--- config.mk ---
export PLATFORM = sky130hd
export DESIGN_NAME = if_stage
export DESIGN_NICKNAME = d
export VERILOG_FILES = /design/src/rtl/cpu_pkg.sv /design/src/rtl/if_stage.sv
export SDC_FILE = /design/constraint.sdc
export NUM_CORES = 1
export LEC_CHECK = 0
export CORE_AREA = 2 2 80 82
export CTS_CLUSTER_DIAMETER = 60
export DETAILED_ROUTE_END_ITERATION = 6
export DIE_AREA = 0 0 82 84
export PLACE_DENSITY_LB_ADDON = 0.08
export SYNTH_ARGS = -nofsm -noshare
export SYNTH_HDL_FRONTEND = slang
export SYNTH_SLANG_ARGS = --single-unit
export TNS_END_PERCENT = 20
--- constraint.sdc ---
create_clock -name clk -period 1.4 [get_ports clk]
set_clock_uncertainty 0.05 [all_clocks]
set_input_delay 0.28 -clock clk [delete_from_list [all_inputs] [get_ports clk]]
set_output_delay 0.28 -clock clk [all_outputs]
set_load 0.01 [all_outputs]
--- src/rtl/cpu_pkg.sv ---
// Shared CPU definitions used by the IF, ID and CSR stages: fetch NOP,
// exception-code width and the synchronous exception-code constants.
package cpu_pkg;

    localparam int unsigned XLEN       = 32;
    localparam int unsigned EXC_CODE_W = 4;

    typedef logic [XLEN-1:0]       word_t;
    typedef logic [EXC_CODE_W-1:0] exc_code_t;

    // addi x0, x0, 0
    localparam word_t CPU_NOP_INST = 32'h0000_0013;

    localparam exc_code_t EXC_CODE_IADDR_MISALIGN = 4'd0;
    localparam exc_code_t EXC_CODE_IACCESS_FAULT  = 4'd1;
    localparam exc_code_t EXC_CODE_ILLEGAL_INST   = 4'd2;
    localparam exc_code_t EXC_CODE_BREAKPOINT     = 4'd3;
    localparam exc_code_t EXC_CODE_ECALL_M        = 4'd11;

endpackage

--- src/rtl/if_stage.sv ---
// Instruction-fetch stage: issues the synchronous imem read for the next PC and
// presents the returned instruction to ID. Optional IF_INST_BUF_EN adds a stall buffer.
module if_stage
    import cpu_pkg::*;
#(
    parameter word_t     NOP_INST           = CPU_NOP_INST,
    parameter exc_code_t EXC_IADDR_MISALIGN = EXC_CODE_IADDR_MISALIGN
) (
    input  logic                  clk,
    input  logic                  rst_n,
    input  logic [31:0]           din,
    input  logic [31:0]           pc,
    input  logic                  pre_if_valid,
    input  logic                  id_allow_in,
    input  logic                  flush,
    input  logic [31:0]           imem_rdata,
    output logic                  if_allow_in,
    output logic                  imem_en,
    output logic [31:0]           imem_addr,
    output logic                  if_to_id_valid,
    output logic [31:0]           if_to_id_pc,
    output logic [31:0]           if_to_id_inst,
    output logic                  if_to_id_exc,
    output logic [EXC_CODE_W-1:0] if_to_id_exc_code
);

    logic  if_valid;
    logic  exc_r;
    logic  accept;
    logic  aligned;
    logic  hand_off;
    word_t fetched_inst;

    assign aligned     = (din[1:0] == 2'b00);
    assign if_allow_in = ~rst_n | ~if_valid | id_allow_in | flush;
    assign accept      = rst_n & if_allow_in & pre_if_valid;
    assign hand_off    = if_valid & id_allow_in;

    assign imem_addr   = din;
    assign imem_en     = accept & aligned;

    always_ff @(posedge clk) begin
        if (!rst_n) begin
            if_valid <= 1'b0;
            exc_r    <= 1'b0;
        end else if (accept) begin
            if_valid <= pre_if_valid;
            exc_r    <= ~aligned;
        end else if (flush || hand_off) begin
            if_valid <= 1'b0;
        end
    end

`ifdef IF_INST_BUF_EN
    logic  buf_valid;
    word_t inst_buf;

    // Capture once per stall so a memory that drifts while disabled cannot
    // disturb the instruction ID is waiting on.
    always_ff @(posedge clk) begin
        if (!rst_n) begin
            buf_valid <= 1'b0;
        end else if (accept || flush || hand_off) begin
            buf_valid <= 1'b0;
        end else if (if_valid && !buf_valid) begin
            buf_valid <= 1'b1;
        end
    end

    always_ff @(posedge clk) begin
        if (rst_n && if_valid && !buf_valid && !accept && !flush && !hand_off) begin
            inst_buf <= imem_rdata;
        end
    end

    assign fetched_inst = buf_valid ? inst_buf : imem_rdata;
`else
    assign fetched_inst = imem_rdata;
`endif

    assign if_to_id_valid    = rst_n & if_valid & ~flush;
    assign if_to_id_pc       = pc;
    assign if_to_id_exc      = rst_n & exc_r;
    assign if_to_id_exc_code = (rst_n && exc_r) ? EXC_IADDR_MISALIGN : '0;

    always_comb begin
        if_to_id_inst = fetched_inst;
        if (!rst_n || exc_r) begin
            if_to_id_inst = NOP_INST;
        end
    end

endmodule

* After elaboration in Yosys (flattened, before gate mapping) *
Index checks and enable logic that the tools add are counted.
W data, S select, Z words.

cells by class
  reductions and logical operators = 5
  multiplexer cells = 3
  bitwise gates (word level) = 14

operators with widths
  kind                number
  $mux W32            1
  $and A1 B1 Y1       7
  $not A1 Y1          4
  $or A1 B1 Y1        3
  $logic_not A2 Y1    1
  $logic_or A1 B1 Y1  2
  $mux W1             2
  $reduce_bool A2 Y1  1
  $logic_not A1 Y1    1

storage, ports and cells
  register bits = 2
  input bits = 101

* Longest topological paths before layout *
Gate-level depths: netlist of the first run.

  word-level depth = 7
  depth in mapped cells = 3
  depth with buffers taken out = 3

* Worst setup path before layout of the first run *
Ideal clock, no wire load.

  kind = flip-flop to output port
  start = register if_valid
  end = output imem_en
  path slack = 156 ps
  stages on the path, launching flop included = 4
  arrival time = 914 ps
  cells stage by stage = dfxtp_1 > nor3b_2 > nand2b_4 > nor4b_2

between the ends
  longest elaborated chain between the ends = 7

ends and longest elaborated chain
  element                      line            source
  from (decl)                  if_stage.sv:27  logic if_valid;
  from (signal assigned)       if_stage.sv:47  if_valid <= pre_if_valid;
  $not A1 Y1                   if_stage.sv:35  assign if_allow_in = ~rst_n | ~if_valid | id_allow_in | flush;
  $or A1 B1 Y1 (3 in series)   if_stage.sv:35
  $and A1 B1 Y1 (2 in series)  if_stage.sv:36  assign accept = rst_n & if_allow_in & pre_if_valid;
  $and A1 B1 Y1                if_stage.sv:40  assign imem_en = accept & aligned;
  to (decl)                    if_stage.sv:18  output logic imem_en,

No other way between the ends.

* Final worst setup path of the first run *
  start = register exc_r
  end = output if_to_id_inst[21]

between the ends
  longest elaborated chain between the ends = 2

ends and longest elaborated chain
  element                 line            source
  from (decl)             if_stage.sv:28  logic exc_r;
  from (signal assigned)  if_stage.sv:48  exc_r <= ~aligned;
  $logic_or A1 B1 Y1      if_stage.sv:88  if (!rst_n || exc_r) begin
  $mux W32                if_stage.sv:88
  to (decl)               if_stage.sv:22  output logic [31:0] if_to_id_inst,

No other way between the ends.

==> metrics.md, run 1 <==
| Metric | Value |
|---|---|
| Initial antenna violation count | 0 |
| Fmax | 648 MHz |
| CTS root buffer | clkbuf_8 |
| Placer Congestion | 0.700 |
| Beginning of the worst register-to-register path | if_valid |
| Pint | 477 µW |
| Max incr delay on CP | 0.34 ns |
| DRC viols | 0 |
| Sequential fraction of the synthesis area | 4.53% |
| Gate power share | 54.9% |
| Leak Pwr | 0.613 nW |
| Worst path bufs/invs | 3 |
| Share of layout cells above drive strength 1 | 46.2% |
| Final setup fails | 32 |
| Yosys Warn Count | 0 |
| WL/cell | 12.8 µm |
| FF/Latch Area | 41.3 µm² |
| Worst reg2reg endpoint | exc_r |
| Setup total negative slack | -2.19 ns |
| Crit path from | exc_r |
| DIE HEIGHT | 84 µm |
| Critical-path top delay cell | dfxtp_2 |
| Die W | 82 µm |
| Via Count | 760 |
| CP endpoint | if_to_id_inst[21] |
| CTS tree | built |
| I/O pin cnt | 205 |
| DRT iter0 DRCs | 4 |
| CP Depth | 5 |
| IO Port Bufs | 76 |
| Finished Core Util | 20.9% |
| WL final | 2850 µm |
| Status | finished, violations left |
| Worst Reg-to-Reg Cells | 5 |
| Critical path arrival | 1.21 ns |
| Area delta synth->final | 44.1% |
| Max Cap Violations | 0 |
| CP required | 1.07 ns |
| Setup slack, reg-to-reg | 0.28 ns |
| Routed Antenna Nets | 0 |
| Crit path kind | flip-flop to output port |
| Final worst path period share | 110% |
| Cell area power density | 518 nW/µm² |
| Endpoint class of the critical path | output port |
| Syn_area_per_cell | 7.50 µm² |
| Die area | 6890 µm² |
| Fin worst setup slack | -0.143 ns |
| Post-synthesis cell type count | 15 |
| Sw frac | 27.8% |
| Combined area of the multi-input logic cells | 353 µm² |
| Largest net degree at the start of global routing | 9 |
| Crit start category | flip-flop |
| Starting Density | 14.5% |
| Sequential Power Share | 9.9% |
| RSZ-0062 raised after global routing | yes |
| Clk pwr share | 35.2% |
| TritonCTS Buffers | 3 |
| VDD IR max | 0.173 mV |
| GRT overflow | 0 |
| Nets | 248 |
| Aggregate global-route resource usage | 8.29% |
| Clk sink count | 2 |
| WHS | 0.446 ns |
| CP max FO | 5 |
| Vias in the first global route | 849 |
| Clk buf depth | 2 |
| DP Wirelength | 2090 µm |
| Ant diodes | 0 |
| Top delay family on crit path | flip-flops |
| Minimum clock period | 1.54 ns |
| FILL cells | 691 |
| Net switching power | 184 µW |
| WHS Path Cells | 3 |
| Tot Pwr | 661 µW |
| Core Footprint | 6100 µm² |
| Cell count after synthesis | 118 |
| Hold Violations, Final | 0 |
| 1st-pass router iterations | 3 |
| First-pass GRT wire length | 4270 µm |
| FP Rows | 29 |
| Worst path cell trace | and2b_4, buf_6, buf_6, and2_4, buf_6 |
| Min-delay worst type | primary input to flip-flop |
| Clk_lat worst skew | 0.21 ns |
| Failing checks | setup timing |
| Max-slew violation count | 0 |
| Cell Area, Synth | 885 µm² |
| Clk slew on worst S/H paths | 0.03 ns |
| Routed vias/inst | 3.42 |
| Top cell by count, worst path | buf_6 |
| Hold bufs inserted after CTS | 0 |
| Synthesized flop and latch total | 2 |
| CTS H-tree depth | 1 |
logic make-up (layout without fill, tap and decap cells):
logic type | Yosys count | in the layout | share of synthesized area (%)
simple gates | 39 | 42 | 30.6
buf+inv | 72 | 93 | 62.0
compound gates | 4 | 4 | 2.55
flops | 2 | 2 | 4.53
other cells | 1 | 4 | 0.424
registers in the layout (all words and copies together), names as in the netlist:
register	count
if_valid	1
exc_r	1
placed cells by master (no fill, tap or decap):
master            n
clkbuf_8          3
buf_6            12
clkdlybuf4s15_2   2
and2b_4           4
dlygate4sd2_1     7
nor3b_2           1
dfxtp_2           1
o21ai_0           3
o21a_1            1
clkdlybuf4s50_1  32
and2_1           24
and2_4            6
nand2b_4          1
buf_2            28
buf_4             8
nand2b_1          3
nand2_1           1
nor4b_2           1
inv_1             1
dfxtp_1           1
conb_1            4
and3b_1           1
Yosys cell counts, drive strengths merged:
| cell | number | area [µm²] |
|---|---|---|
| o21ai | 3 | 15.0 |
| buf | 71 | 544 |
| conb | 1 | 3.75 |
| and2b | 1 | 10.0 |
| o21a | 1 | 7.51 |
| and2 | 30 | 188 |
| nand2 | 1 | 3.75 |
| and3b | 1 | 8.76 |
| dfxtp | 2 | 40.0 |
| nand2b | 4 | 32.5 |
| nor3b | 1 | 12.5 |
| inv | 1 | 3.75 |
| nor4b | 1 | 15.0 |
per-stage QoR:
step                std cells  area, µm²  worst slack [ns]
floorplan                 121        896             0.156
global placement          208       1250            -0.803
detailed placement        208       1250            -0.790
CTS                       222       1260            -0.172
global route              222       1270            -0.177
finish                    222       1270            -0.143
layout make-up:
cell class                 instances  share of cell area [%]
clock buffer                       3                    3.24
sequential                         2                    3.24
inverter                           1                   0.294
multi-input combinational         50                    27.7
timing repair buffer              89                    58.0
tap                               77                    7.56
power groups by stage:
stage          Sequential [mW]  Combinational [mW]  Clock [mW]
2_1_floorplan           0.0632               0.313           0
3_3_place_gp            0.0634               0.360           0
3_5_place_dp            0.0640               0.356           0
4_1_cts                 0.0656               0.365       0.239
5_1_grt                 0.0661               0.397       0.248
6_report                0.0654               0.362       0.233
worst reg2reg max path: cells and delay by family (launching register included):
kind                   cells  cell delay (ns)
flip-flops                 1             0.29
buffers and inverters      2             0.25
AO/OA/AOI/OAI              2             0.25
AND/OR/NAND/NOR            1             0.15
worst min-delay path by stage:
stage,startpoint,end,slack (ns)
floorplan,rst_n,if_valid,0.35
global placement,pc[14],if_to_id_pc[14],0.51
detailed placement,pc[14],if_to_id_pc[14],0.51
CTS,rst_n,if_valid,0.45
global route,rst_n,if_valid,0.48
finish,rst_n,if_valid,0.45
timing repair:
item                       in CTS  in global routing
buffers inserted                8                  0
setup endpoints to repair      38                 33
gates resized for setup       174                  4
gates cloned                    3                  0
pin swaps                      15                  2
layer usage:
metal / track usage (%) / vias to the layer above / wire [µm]
met3: 3.57 / 25 / 386
met2: 14.0 / 78 / 1450
met5: 0 / - / 0
li1: - / 346 / -
met4: 6.97 / 0 / 157
met1: 7.28 / 311 / 849
Power figures use the tool's default switching activity.
==> run 2: changes to the inputs <==
--- a/config.mk
+++ b/config.mk
@@ -6,9 +6,11 @@
 export NUM_CORES = 1
 export LEC_CHECK = 0
 export CORE_AREA = 2 2 80 82
+export CTS_BUF_LIST = sky130_fd_sc_hd__clkbuf_16
 export CTS_CLUSTER_DIAMETER = 60
 export DETAILED_ROUTE_END_ITERATION = 6
 export DIE_AREA = 0 0 82 84
+export HOLD_SLACK_MARGIN = 0.1
 export PLACE_DENSITY_LB_ADDON = 0.08
 export SYNTH_ARGS = -nofsm -noshare
 export SYNTH_HDL_FRONTEND = slang
==> run 2 against run 1 <==
Effect of this change: worst hold slack got worse by 0.011 ns; clock power increased by 87%; critical endpoint unchanged; cell count did not move; the run still ends with setup timing left.
==> metrics.md, run 2 (synthesis results as in run 1) <==
| Metric | Value |
|---|---|
| RSZ-0062 raised after global routing | yes |
| Final setup fails | 32 (unchanged) |
| DP Wirelength | 2090 µm (unchanged) |
| Routed vias/inst | 3.41 (-0.39%) |
| Beginning of the worst register-to-register path | if_valid |
| Crit start category | flip-flop |
| Clk buf depth | 2 (unchanged) |
| Clk_lat worst skew | 0.22 ns (about the same) |
| First-pass GRT wire length | 4300 µm (+0.63%) |
| CTS tree | built |
| 1st-pass router iterations | 3 (unchanged) |
| Share of layout cells above drive strength 1 | 46.2% (unchanged) |
| VDD IR max | 0.369 mV (+110%) |
| Critical path arrival | 1.22 ns (about the same) |
| DRC viols | 0 (unchanged) |
| Combined area of the multi-input logic cells | 353 µm² (unchanged) |
| Worst min-delay path startpoint | rst_n |
| WL/cell | 12.9 µm (+0.42%) |
| Most common cell after layout, fill and taps aside | clkdlybuf4s50_1 |
| CP required | 1.07 ns (about the same) |
| I/O pin cnt | 205 (unchanged) |
| Clk slew on worst S/H paths | 0.03 ns (about the same) |
| Fin worst setup slack | -0.150 ns (-0.00694 ns) |
| Largest net degree at the start of global routing | 9 (unchanged) |
| Min-delay worst type | primary input to flip-flop |
| WL final | 2860 µm (+0.42%) |
| Pre-CTS WS | -0.790 ns (unchanged) |
| FF/Latch Area | 41.3 µm² (unchanged) |
| Routed Antenna Nets | 0 (unchanged) |
| CTS H-tree depth | 1 (unchanged) |
| Crit path from | exc_r |
| Vias in the first global route | 852 (+0.35%) |
| Fmax | 645 MHz (-0.45%) |
| TritonCTS Buffers | 3 (unchanged) |
| Cell area power density | 660 nW/µm² (+27%) |
| Aggregate global-route resource usage | 8.38% (+0.087 points) |
| CTS root buffer | clkbuf_16 |
| Initial antenna violation count | 0 (unchanged) |
| CP max FO | 5 (unchanged) |
| FP Rows | 29 (unchanged) |
| IO Port Bufs | 76 (unchanged) |
| Placer Congestion | 0.700 (unchanged) |
| Max Cap Violations | 0 (unchanged) |
| GRT overflow | 0 (unchanged) |
| Design area | 1310 µm² (+2.7%) |
| Area delta synth->final | 47.9% |
| Hold Violations, Final | 0 (unchanged) |
| DIE HEIGHT | 84 µm (unchanged) |
| Ant diodes | 0 (unchanged) |
| Core Footprint | 6100 µm² (unchanged) |
| Status | finished, violations left |
| Die W | 82 µm (unchanged) |
| Finished Core Util | 21.5% (+0.55 points) |
| FILL cells | 688 (-0.43%) |
| Placed Instance Area | 1250 µm² (unchanged) |
| Leak Pwr | 0.629 nW (+2.5%) |
| Endpoint class of the critical path | output port |
| Clk sink count | 2 (unchanged) |
| Failing checks | setup timing |
| DRT iter0 DRCs | 3 (-1) |
| Hold bufs inserted after CTS | 0 (unchanged) |
| Most frequent cells in the layout | 32 x clkdlybuf4s50_1, 28 x buf_2, 24 x and2_1, 12 x buf_6, 8 x buf_4 |
| Minimum clock period | 1.55 ns (+0.00694 ns) |
| Regs by FF count | exc_r x1, if_valid x1 |
| Final worst path period share | 111% (+0.50 points) |
| Via Count | 757 (-0.39%) |
| Nets | 248 (unchanged) |
| Crit path kind | flip-flop to output port |
| Starting Density | 14.5% (unchanged) |
| Die area | 6890 µm² (unchanged) |
| Max-slew violation count | 0 (unchanged) |
[run 2: cell counts in the layout (fill, tap and decap cells not counted)]
No cell type changed its count.
[run 2: layer usage]
metal	wire length, µm	share of wire [%]	GRT usage (%)
met1	859	30	7.35
met2	1450	51	14.0
met3	386	14	3.90
met4	156	5.5	6.97
met5	0	0	0
[run 2: worst max-delay path: stages (launching register included)]
cell and delay, ns:
dfxtp_2 0.34, and2b_4 0.20, buf_6 0.11, buf_6 0.10, and2_4 0.13, buf_6 0.11
[run 2: worst paths after layout]
kind                            end  slack [ns]  cells past startpoint
setup / recovery  if_to_id_inst[21]       -0.15                      5
hold / removal             if_valid        0.43                      3
setup reg to reg              exc_r        0.27                      5
hold reg to reg               exc_r        0.63                      3
[run 2: repair_timing]
| item | CTS | global route |
|---|---|---|
| hold endpoints to repair | 0 | 0 |
| gates cloned | 3 | 0 |
| resized for setup | 174 | 4 |
| buffers inserted | 8 | 0 |
| pin swaps | 15 | 2 |
| endpoints found under the setup margin | 38 | 33 |
[run 2: power breakdown]
group / switching [mW] / internal (mW) / leakage (nW)
Clock: 0.0718 / 0.364 / 0.0370
Sequential: 0.00317 / 0.0621 / 0.0170
Combinational: 0.130 / 0.233 / 0.575
[run 2: final cells by class]
type | instances | share of cell area [%]
clock buffer | 3 | 5.74
inverter | 1 | 0.287
multi-input combinational | 50 | 27.0
sequential | 2 | 3.15
tap | 77 | 7.36
timing repair buffer | 89 | 56.5
[run 2: metrics by stage]
step	hold WS (ns)	TNS, ns	power (mW)	cells
after global routing	0.473	-4.15	0.913	222
after detailed placement	0.510	-27.16	0.420	208
after floorplan	0.348	0	0.376	121
after CTS	0.439	-3.17	0.874	222
after global placement	0.510	-27.51	0.423	208
final	0.434	-2.42	0.863	222
==> run 3: changes to the inputs <==
--- a/config.mk
+++ b/config.mk
@@ -12,6 +12,7 @@
 export DIE_AREA = 0 0 82 84
 export HOLD_SLACK_MARGIN = 0.1
 export PLACE_DENSITY_LB_ADDON = 0.08
+export REMOVE_ABC_BUFFERS = 1
 export SYNTH_ARGS = -nofsm -noshare
 export SYNTH_HDL_FRONTEND = slang
 export SYNTH_SLANG_ARGS = --single-unit
==> run 3 against run 2 <==
Effect of this change: die area stayed put; critical path depth is the same; critical path type unchanged; the run still ends with setup timing left; fmax is 0.61% higher; first-iteration DRC count grew to 6.7 times the previous value; largest cell class unchanged; core utilization is 0.96 points higher; clock power is 1% lower; worst hold slack better by 0.023 ns; total power is 2.3% higher; routed wire length increased to 2.9 times the previous value; clock-buffer cell count unchanged; register-to-register slack gained 0.03 ns.
==> metrics.md, run 3 (synthesis results as in run 1) <==
| Metric | Value |
|---|---|
| Leak Pwr | 0.650 nW (+3.4%) |
| Die W | 82 µm (unchanged) |
| IO Port Bufs | 76 (unchanged) |
| First-pass GRT wire length | 9560 µm (+120%) |
| RSZ-0062 raised after global routing | yes |
| Clk pwr share | 48.7% (-1.8 points) |
| Pint | 674 µW (+2.3%) |
| Clk sink count | 2 (unchanged) |
| Status | finished, violations left |
| Placer Congestion | 0.796 (+14%) |
| WHS | 0.457 ns (+0.0225 ns) |
| Sw frac | 23.7% (-0.037 points) |
| Aggregate global-route resource usage | 22.6% (+14 points) |
| CP max FO | 5 (unchanged) |
| Vias in the first global route | 839 (-1.5%) |
| Core Footprint | 6100 µm² (unchanged) |
| Largest net degree at the start of global routing | 9 (unchanged) |
| WL final | 8170 µm (+190%) |
| GRT overflow | 0 (unchanged) |
| Crit path kind | flip-flop to output port |
| Regs by FF count | exc_r x1, if_valid x1 |
| DIE HEIGHT | 84 µm (unchanged) |
| Crit start category | flip-flop |
| Routed vias/inst | 3.78 (+11%) |
| Clk buf depth | 2 (unchanged) |
| Gate power share | 43.9% (+1.9 points) |
| Fin worst setup slack | -0.141 ns (+0.00945 ns) |
| WL/cell | 36.5 µm (+180%) |
| Clk_lat worst skew | 0.22 ns (about the same) |
| Most frequent cells in the layout | 32 x clkdlybuf4s50_1, 25 x buf_2, 21 x and2_1, 16 x buf_6 |
| Endpoint class of the critical path | output port |
| Ant diodes | 0 (unchanged) |
| DRT iter0 DRCs | 20 (+17) |
| Sequential Power Share | 7.4% (-0.2 points) |
| Final worst path period share | 110% (-0.67 points) |
| CTS H-tree depth | 1 (unchanged) |
| CP required | 1.07 ns (about the same) |
| Min-delay worst type | primary input to flip-flop |
| FILL cells | 705 (+2.5%) |
| Net switching power | 209 µW (+2.1%) |
| Clk slew on worst S/H paths | 0.03 ns (about the same) |
| Critical path arrival | 1.21 ns (about the same) |
| Initial antenna violation count | 0 (unchanged) |
| Cell area power density | 646 nW/µm² (-2.1%) |
| TritonCTS Buffers | 3 (unchanged) |
| Max-slew violation count | 0 (unchanged) |
| Routed Antenna Nets | 0 (unchanged) |
| Most common cell after layout, fill and taps aside | clkdlybuf4s50_1 |
| Share of layout cells above drive strength 1 | 49.7% (+3.5 points) |
| Area delta synth->final | 54.6% |
| Failing checks | setup timing |
| VDD IR max | 0.215 mV (-42%) |
| DP Wirelength | 7240 µm (+250%) |
| Via Count | 847 (+12%) |
| FP Rows | 29 (unchanged) |
| CTS root buffer | clkbuf_16 |
| Final setup fails | 33 (+3.1%) |
| CTS tree | built |
| 1st-pass router iterations | 4 (+1) |
| I/O pin cnt | 205 (unchanged) |
| Tot Pwr | 883 µW (+2.3%) |
| Fmax | 649 MHz (+0.61%) |
| DRC viols | 0 (unchanged) |
| Starting Density | 14.5% (unchanged) |
| Setup slack, reg-to-reg | 0.30 ns (+0.03 ns) |
| Hold Violations, Final | 0 (unchanged) |
| Nets | 250 (+0.81%) |
| Max Cap Violations | 0 (unchanged) |
| Die area | 6890 µm² (unchanged) |
| Minimum clock period | 1.54 ns (-0.00945 ns) |
==> run 3: per-stage QoR <==
stage	worst slack, ns	instances	utilization [%]	TNS [ns]	instance area, µm²
final	-0.141	224	22.4	-2.80	1370
after global placement	-0.770	209	20.6	-26.97	1250
after floorplan	0.156	50	-	0	352
after detailed placement	-0.797	209	20.6	-27.40	1250
after CTS	-0.171	223	21.3	-3.33	1300
after global routing	-0.194	224	22.4	-4.22	1370
==> run 3: power by group through the flow <==
stage               sequential (mW)  combinational [mW]  clock [mW]
floorplan                    0.0632               0.102           0
global placement             0.0642               0.361           0
detailed placement           0.0635               0.359           0
CTS                          0.0656               0.364       0.442
global route                 0.0661               0.417       0.446
finish                       0.0654               0.387       0.430
==> run 3: final cells by class <==
class	count	area [µm²]	area share, %
Clock buffer	3	75.1	5.49
Multi-Input combinational cell	50	368	26.9
Sequential cell	2	43.8	3.20
Tap cell	77	96.3	7.04
Inverter	1	3.75	0.274
Timing Repair Buffer	91	781	57.1
==> run 3: layer usage <==
layer / up-vias / track usage (%) / wire length (µm) / share of wire [%]
met1: 338 / 11.8 / 1490 / 18
met2: 157 / 39.3 / 4110 / 50
met5: - / 8.33 / 66 / 0.81
met4: 2 / 3.48 / 80 / 0.98
li1: 348 / - / - / -
met3: 2 / 31.6 / 2430 / 30
==> run 3: timing repair <==
action / CTS / global route
endpoints found under the setup margin: 38 / 35
pin swaps: 19 / 1
cloned: 3 / 0
hold endpoints to repair: 0 / 0
setup buffers: 8 / 1
resized for setup: 176 / 14
hold buffers: 0 / 0
==> run 3: final timing paths <==
| path | start | end | cells after the start |
|---|---|---|---|
| worst max-delay path | exc_r | if_to_id_inst[4] | 5 |
| worst min-delay path | rst_n | if_valid | 3 |
| worst max register to register | if_valid | exc_r | 5 |
| worst min register to register | exc_r | exc_r | 3 |
==> run 3: critical path, cell delays in order (launching register included) <==
cell,delay (ns)
dfxtp_4,0.35
and2b_4,0.27
buf_6,0.10
buf_6,0.08
nand2b_1,0.04
buf_2,0.14
